[config.mk]
export PLATFORM = sky130hd
export DESIGN_NAME = dmem_arbiter
export DESIGN_NICKNAME = d
export VERILOG_FILES = /design/src/rtl/dmem_arbiter.sv
export SDC_FILE = /design/constraint.sdc
export NUM_CORES = 1
export LEC_CHECK = 0
export CORE_MARGIN = 4
export CORE_UTILIZATION = 35
export CTS_CLUSTER_SIZE = 14
export DETAILED_ROUTE_END_ITERATION = 10
export GPL_TIMING_DRIVEN = 0
export PLACE_DENSITY = 0.7
export SYNTH_ARGS = -nofsm -noshare
export SYNTH_HDL_FRONTEND = slang
export SYNTH_SLANG_ARGS = --single-unit
[constraint.sdc]
create_clock -name clk -period 5.1 [get_ports clk]
set_input_delay 0.51 -clock clk [delete_from_list [all_inputs] [get_ports clk]]
set_output_delay 0.51 -clock clk [all_outputs]
set_load 0.1 [all_outputs]
[src/rtl/dmem_arbiter.sv]
// Two-port arbiter/sequencer in front of a single-port data memory.
// Port A (CPU load/store) and port B (loader/debug DMA) are serialised
// through IDLE -> ACCESS -> ACK. Ties go round-robin; out-of-range word
// addresses skip the memory and complete one cycle early with err set.
module dmem_arbiter #(
    parameter int DATA_W = 32,
    parameter int ADDR_W = 32,
    parameter int DEPTH  = 256
) (
    input  logic              clk,
    input  logic              rst,
    input  logic              a_req,
    input  logic              a_we,
    input  logic [ADDR_W-1:0] a_addr,
    input  logic [DATA_W-1:0] a_wdata,
    output logic              a_ack,
    output logic              a_err,
    output logic [DATA_W-1:0] a_rdata,
    input  logic              b_req,
    input  logic              b_we,
    input  logic [ADDR_W-1:0] b_addr,
    input  logic [DATA_W-1:0] b_wdata,
    output logic              b_ack,
    output logic              b_err,
    output logic [DATA_W-1:0] b_rdata,
    output logic [ADDR_W-1:0] mem_address,
    output logic [DATA_W-1:0] mem_data_in,
    output logic              mem_write,
    output logic              mem_read,
    input  logic [DATA_W-1:0] mem_data_out,
    output logic              busy
);

    typedef enum logic [1:0] {
        IDLE   = 2'd0,
        ACCESS = 2'd1,
        ACK    = 2'd2
    } state_t;

    localparam logic [ADDR_W-1:0] DEPTH_LIMIT = ADDR_W'(DEPTH);

    state_t            state_reg, state_next;
    logic              last_b_reg, last_b_next;     // 1 = B won the most recent tie
    logic              grant_b_reg, grant_b_next;   // port owning the current access
    logic              we_reg, we_next;
    logic [ADDR_W-1:0] mem_address_reg, mem_address_next;
    logic [DATA_W-1:0] mem_data_in_reg, mem_data_in_next;
    logic              mem_write_reg, mem_write_next;
    logic              mem_read_reg, mem_read_next;
    logic              a_ack_reg, a_ack_next;
    logic              a_err_reg, a_err_next;
    logic [DATA_W-1:0] a_rdata_reg, a_rdata_next;
    logic              b_ack_reg, b_ack_next;
    logic              b_err_reg, b_err_next;
    logic [DATA_W-1:0] b_rdata_reg, b_rdata_next;
    logic              busy_reg, busy_next;

    // Candidate selection in IDLE: B wins when alone, or on a tie when A won last.
    logic              sel_b;
    logic              sel_we;
    logic [ADDR_W-1:0] sel_addr;
    logic [DATA_W-1:0] sel_wdata;

    assign sel_b     = b_req && (!a_req || !last_b_reg);
    assign sel_we    = sel_b ? b_we    : a_we;
    assign sel_addr  = sel_b ? b_addr  : a_addr;
    assign sel_wdata = sel_b ? b_wdata : a_wdata;

    // Next-state, arbitration and output decode; strobes and acks default low.
    always_comb begin
        state_next       = state_reg;
        last_b_next      = last_b_reg;
        grant_b_next     = grant_b_reg;
        we_next          = we_reg;
        mem_address_next = mem_address_reg;
        mem_data_in_next = mem_data_in_reg;
        mem_write_next   = 1'b0;
        mem_read_next    = 1'b0;
        a_ack_next       = 1'b0;
        a_err_next       = 1'b0;
        a_rdata_next     = a_rdata_reg;
        b_ack_next       = 1'b0;
        b_err_next       = 1'b0;
        b_rdata_next     = b_rdata_reg;
        busy_next        = 1'b0;

        case (state_reg)
            IDLE: begin
                if (a_req || b_req) begin
                    grant_b_next = sel_b;
                    we_next      = sel_we;
                    busy_next    = 1'b1;
                    if (a_req && b_req) begin
                        last_b_next = sel_b;
                    end
                    if (sel_addr < DEPTH_LIMIT) begin
                        state_next       = ACCESS;
                        mem_address_next = sel_addr;
                        mem_data_in_next = sel_wdata;
                        mem_write_next   = sel_we;
                        mem_read_next    = !sel_we;
                    end else begin
                        // Rejected without touching memory: straight to ACK.
                        state_next = ACK;
                        if (sel_b) begin
                            b_ack_next   = 1'b1;
                            b_err_next   = 1'b1;
                            b_rdata_next = '0;
                        end else begin
                            a_ack_next   = 1'b1;
                            a_err_next   = 1'b1;
                            a_rdata_next = '0;
                        end
                    end
                end
            end
            ACCESS: begin
                state_next = ACK;
                busy_next  = 1'b1;
                if (grant_b_reg) begin
                    b_ack_next   = 1'b1;
                    b_rdata_next = we_reg ? '0 : mem_data_out;
                end else begin
                    a_ack_next   = 1'b1;
                    a_rdata_next = we_reg ? '0 : mem_data_out;
                end
            end
            ACK: begin
                // Strobes already low here, so every write sees a fresh rising edge.
                state_next = IDLE;
            end
            default: begin
                state_next = IDLE;
            end
        endcase
    end

    // State register and registered outputs; reset aborts any access in flight.
    always_ff @(posedge clk or posedge rst) begin
        if (rst) begin
            state_reg       <= IDLE;
            last_b_reg      <= 1'b1;
            grant_b_reg     <= 1'b0;
            we_reg          <= 1'b0;
            mem_address_reg <= '0;
            mem_data_in_reg <= '0;
            mem_write_reg   <= 1'b0;
            mem_read_reg    <= 1'b0;
            a_ack_reg       <= 1'b0;
            a_err_reg       <= 1'b0;
            a_rdata_reg     <= '0;
            b_ack_reg       <= 1'b0;
            b_err_reg       <= 1'b0;
            b_rdata_reg     <= '0;
            busy_reg        <= 1'b0;
        end else begin
            state_reg       <= state_next;
            last_b_reg      <= last_b_next;
            grant_b_reg     <= grant_b_next;
            we_reg          <= we_next;
            mem_address_reg <= mem_address_next;
            mem_data_in_reg <= mem_data_in_next;
            mem_write_reg   <= mem_write_next;
            mem_read_reg    <= mem_read_next;
            a_ack_reg       <= a_ack_next;
            a_err_reg       <= a_err_next;
            a_rdata_reg     <= a_rdata_next;
            b_ack_reg       <= b_ack_next;
            b_err_reg       <= b_err_next;
            b_rdata_reg     <= b_rdata_next;
            busy_reg        <= busy_next;
        end
    end

    assign a_ack       = a_ack_reg;
    assign a_err       = a_err_reg;
    assign a_rdata     = a_rdata_reg;
    assign b_ack       = b_ack_reg;
    assign b_err       = b_err_reg;
    assign b_rdata     = b_rdata_reg;
    assign mem_address = mem_address_reg;
    assign mem_data_in = mem_data_in_reg;
    assign mem_write   = mem_write_reg;
    assign mem_read    = mem_read_reg;
    assign busy        = busy_reg;

endmodule

== Word-level counts from Yosys, hierarchy flattened ==
Cells that the tools add are included.

* Register bits: 140
* Bits in latches: 0
* Bits in writable memories: 0
* Bits in read-only memories: 0
* Input port bits: 166
* Output and inout port bits: 135
* Word-level logic and storage cells: 74
* Memories kept: 0

* Add/subtract/negate cells: 0
* Multiply operators: 0
* Divide/modulo/power cells: 0
* Order comparisons: 1
* Eq/ne operators: 7
* Shift-type cells: 0
* Multiplexer cells: 37
* Bitwise operators: 0
* Reductions and logical operators: 14

{| class="wikitable"
|+ Operator list
! cell !! number
|-
| 32-bit two-way mux || 11
|-
| 32-bit case mux with 2 select lines || 2
|-
| 32-bit by 9-bit < comparator with 1-bit output (second input constant) || 1
|-
| 1-bit two-way mux || 18
|-
| 2-bit inequality test (second input constant) || 6
|-
| 5-bit AND reduction || 2
|-
| 1-bit case mux with 2 select lines || 3
|-
| 3-bit AND reduction || 2
|-
| 2-bit two-way mux || 2
|-
| 2-bit case mux with 2 select lines || 1
|-
| 1-bit logical NOT || 3
|-
| 2-bit by 1-bit equality test with 1-bit output (second input constant) || 1
|-
| 1-bit logical AND || 2
|-
| 2-bit logical NOT || 1
|-
| 1-bit logical OR || 2
|-
| 2-bit AND reduction || 1
|-
| 2-bit nonzero test || 1
|}

== Logic depth before layout (Yosys ltp) ==
* Word-level depth: 8
* Gate-level depth with buffers: 9

== Least setup slack after synthesis ==
No wires, ideal clock.

* Path kind: input -> register
* Start point: input port a_addr[8]
* End point: register mem_data_in_reg[10] (netlist: mem_data_in[10])
* Arrival: 1.848 ns
* Required time: 4.975 ns
* Slack: 3.127 ns
* Cell stages on the path: 7
* Path buffers: 2
* Cell sequence: nor4_1 > nand4_1 > nor3_1 > o21bai_1 > buf_6 > buf_6 > mux2_4

* Longest elaborated chain between the ends: 3

{| class="wikitable"
|+ RTL lines
! item !! RTL line !! RTL
|-
| start, declared || 14 || <nowiki>input logic [ADDR_W-1:0] a_addr,</nowiki>
|-
| 32-bit two-way mux || 66 || <nowiki>assign sel_addr = sel_b ? b_addr : a_addr;</nowiki>
|-
| 32-bit by 9-bit < comparator with 1-bit output || 96 || <nowiki>if (sel_addr < DEPTH_LIMIT) begin</nowiki>
|-
| 3-bit AND reduction (no line) || -- ||
|-
| end signal, assigned || 162 || <nowiki>mem_data_in_reg <= mem_data_in_next;</nowiki>
|-
| end, declared || 47 || <nowiki>logic [DATA_W-1:0] mem_data_in_reg, mem_data_in_next;</nowiki>
|}

No other way between the ends.
A chain may end at the register's enable or synchronous reset.

== Worst setup path in the final report ==
* Start point: input port b_addr[23]
* End point: register a_rdata_reg[14] (netlist: a_rdata[14])

* Longest elaborated chain between the ends: 4

{| class="wikitable"
|+ RTL lines
! item !! RTL line !! RTL
|-
| start, declared || 21 || <nowiki>input logic [ADDR_W-1:0] b_addr,</nowiki>
|-
| 32-bit two-way mux || 66 ||
|-
| 32-bit by 9-bit < comparator with 1-bit output || 96 ||
|-
| 2-bit inequality test (no line) || -- ||
|-
| 5-bit AND reduction (no line) || -- ||
|-
| end signal, assigned || 167 || <nowiki>a_rdata_reg <= a_rdata_next;</nowiki>
|-
| end, declared || 52 || <nowiki>logic [DATA_W-1:0] a_rdata_reg, a_rdata_next;</nowiki>
|}

No other way between the ends.

==> run_results.csv <==
group,metric,value,unit
setup_path,slowest_stage,"nor4_1",
placed_design,gp_congestion,0.906,
grt,gr-usage-all-layers,21.2,%
routing,ant_nets,0,
clocking,postCtsSetupBuffers,0,
clocking,root_buffer,"clkbuf_16",
timing,fmax,387,MHz
logic_synthesis,synth-seq-cells,140,
logic_synthesis,yosys_warnings,0,
logic_synthesis,synthArstFlopShare,100,%
setup_path,cp-end-kind,"register",
routing,wl,21800,µm
routing,viasPerCell,4.80,
clocking,clock_path_buffers,2,
setup_path,timing.rr.end,"a_rdata[14]$_DFFE_PP0P_",
timing,slew_viol_final,0,
placed_design,io_buffers,299,
grt,antenna_found_initial,0,
logic_synthesis,synth-adder-area-share,0,%
logic_synthesis,synthTopCellsByCount,"253 x nand2_1, 139 x dfrtp_1, 131 x nand3_1",
power_and_ir_drop,power.density,280,nW/µm²
setup_path,crit_path_max_incr_delay,0.50,ns
power_and_ir_drop,p_leak,4.81,nW
setup_path,cp-start-kind,"primary input",
timing,setup_tns,0,ns
layout,finalNonFillerCells,1246,
setup_path,required,5.44,ns
logic_synthesis,synth.most_common_cell,"nand2_1",
floorplan,die_area,20400,µm²
setup_path,criticalPathCategory,"primary input to register",
grt,grt_pass1_wl,33400,µm
grt,grt_pass1_vias,5975,
grt,grt_max_degree,73,
run_status,status,"finished clean",
clocking,htree_levels,4,
routing,drc,0,
logic_synthesis,netlist_instances,685,
layout,antennaDiodeCount,0,
timing,min_period,2.58,ns
power_and_ir_drop,vdd_drop_max,0.213,mV
logic_synthesis,yosys.area.top_type,"dfrtp_1",
layout,final_nets,1170,
routing,drt-initial-drc-count,429,
floorplan,core-area,17900,µm²
logic_synthesis,synth.area.mux_share,8.72,%
placed_design,dp_hpwl,16600,µm
layout,drive_above_1_share,8.36,%
floorplan,io_pins,301,
clocking,numCtsBuffers,17,
logic_synthesis,yosys.area_share.xor_xnor,0.138,%
logic_synthesis,synth_area,6360,µm²
layout,area_growth,62.1,%
layout,multiInputGateArea,2630,µm²
timing,rsz0062_at_grt,"false",
timing,finalHoldViolCount,0,
setup_path,cp_max_fo,10,
timing,skew,0.0107,ns
logic_synthesis,yosys.area_share.simple,30.7,%
clocking,cts_sinks,140,
clocking,cts_tree,"yes",
setup_path,worst-r2r-setup-slack,2.90,ns
timing,period_share,50.6,%
logic_synthesis,synth_flop_cell,"dfrtp_1",
placed_design,pre_cts_ws,2.12,ns
placed_design,dpl.cell_count,1214,
worst_hold_path,whs_path_depth,3,
routing,avgRoutedWirePerCell,17.5,µm
flow_run,max_cap_violations,0,
timing,setup_viol,0,
floorplan,die-width,143,µm
floorplan,die_h,143,µm
worst_hold_path,holdPathEnd,"last_b_reg$_DFFE_PP1P_",
setup_path,r2r-start,"last_b_reg$_DFFE_PP1P_",
grt,grt_remaining_overflow,0,
routing,drt_first_pass_iters,5,
logic_synthesis,synth-edff-count,0,
timing,setup_ws,2.52,ns
logic_synthesis,synth_top_family_by_area,"simple AND/OR/NAND/NOR gates",
logic_synthesis,mappedNetlistNets,851,
setup_path,critical_path_arrival,2.92,ns
routing,via_count,5985,
floorplan,fp-row-count,49,
clocking,cts.hold.buffers_added,0,
setup_path,cp_cell_sequence,"clkdlybuf4s50_1 -> nor4_1 -> nand2_1 -> o32ai_2 -> buf_2 -> buf_2 -> nand2_1 -> nand3_1",
clocking,insertion_delay,0.41,ns
setup_path,reg2reg_depth,8,
logic_synthesis,yosysSeqAreaShare,55.1,%
logic_synthesis,syn_area_per_cell,9.28,µm²
timing,hold_ws,0.416,ns
layout,n_fill_cell,1587,
logic_synthesis,synth_compound_area_share,1.81,%
timing,tightest_slew,1.07,ns
logic_synthesis,synth_cell_types,33,
logic_synthesis,synth_top_area_share,54.7,%
clocking,clk_pin_slew,0.05,ns
layout,seq_area,3500,µm²
power_and_ir_drop,total_power,0.00288,W
worst_hold_path,hold_path.class,"primary input to register",
logic_synthesis,synthTopCellsByArea,"dfrtp_1 55%, nand2_1 15%, nand3_1 10%",
timing,slew_headroom,28.2,%
worst_hold_path,hp-start,"a_req",
clocking,cts_resized,0,
floorplan,start_util,35.5,%
-- cell type report --
| type | instances | area share [%] |
|---|---|---|
| Tap cell | 229 | 2.78 |
| Clock buffer | 22 | 4.60 |
| Buffer | 44 | 2.06 |
| Multi-Input combinational cell | 499 | 25.5 |
| Clock inverter | 10 | 1.58 |
| Sequential cell | 140 | 34.0 |
| Timing Repair Buffer | 300 | 29.3 |
| Inverter | 2 | 0.121 |
-- critical path: cells and delay by family --
kind / cells / cell delay, ns
and+or+nand+nor: 4 / 0.92
buffers and inverters: 3 / 1.01
AOI/OAI and AO/OA: 1 / 0.47
-- report_power, final --
| group | internal (W) | switching (W) |
|---|---|---|
| Sequential | 0.00113 | 0.0000108 |
| Clock | 0.000858 | 0.000461 |
| Combinational | 0.000178 | 0.000245 |
| Total | 0.00216 | 0.000716 |
-- through the flow --
stage          area [µm²]  util, %
6_report            10300     57.6
5_1_grt             10300     57.6
4_1_cts             10300     57.6
3_5_place_dp         9670     54.0
3_3_place_gp         9640     53.8
2_1_floorplan        6360        -
-- cells by family (layout without fill, tap and decap cells) --
logic type	after synthesis	after routing
mux	41	41
compound gates	14	14
simple gates	443	443
buf+inv	46	378
flops	140	140
xor+xnor	1	1
-- metal layers --
metal,wire length [µm],track usage [%]
met1,9260,27.9
met2,10300,33.4
met3,1380,4.76
met4,789,9.65
met5,0,0
-- layout by cell type (no fill, tap or decap), types with 2 or more instances in the layout --
cell type        synthesis  routed
nor2b_1                  2       2
nor3_1                   6       6
o21ai_0                  3       3
buf_4                    3       3
clkbuf_16                0      17
buf_2                    5       5
mux2_1                   5       5
dfrtp_1                139     139
clkbuf_1                27      29
nor2_1                   7       7
clkdlybuf4s50_1          0     299
nand2_1                253     253
mux2_4                  25      25
nor4_1                  13      13
nand4_1                  2       2
bufinv_16                0       4
a21o_1                   2       2
buf_1                    5       5
clkinvlp_4               0       2
clkinv_4                 0       2
buf_6                    4       4
nand3_1                131     131
mux2_2                  10      10
and2_1                  24      24
clkbuf_8                 0       3
a21oi_1                  3       3
clkinv_2                 0       2
nand2b_1                 3       3
-- worst max path at each step --
stage,from,to,slack [ns],depth (start not counted)
after global placement,rst,mem_data_in[0]$_DFFE_PP0P_,-1.38,2
after detailed placement,b_addr[23],a_rdata[14]$_DFFE_PP0P_,2.12,8
final,b_addr[23],a_rdata[14]$_DFFE_PP0P_,2.52,8
after CTS,b_addr[23],a_rdata[14]$_DFFE_PP0P_,2.53,8
after floorplan,rst,a_ack$_DFF_PP0_,0.84,1
after global routing,b_addr[23],a_rdata[7]$_DFFE_PP0P_,2.39,8
Note: power is estimated with default switching activity, not from simulation.
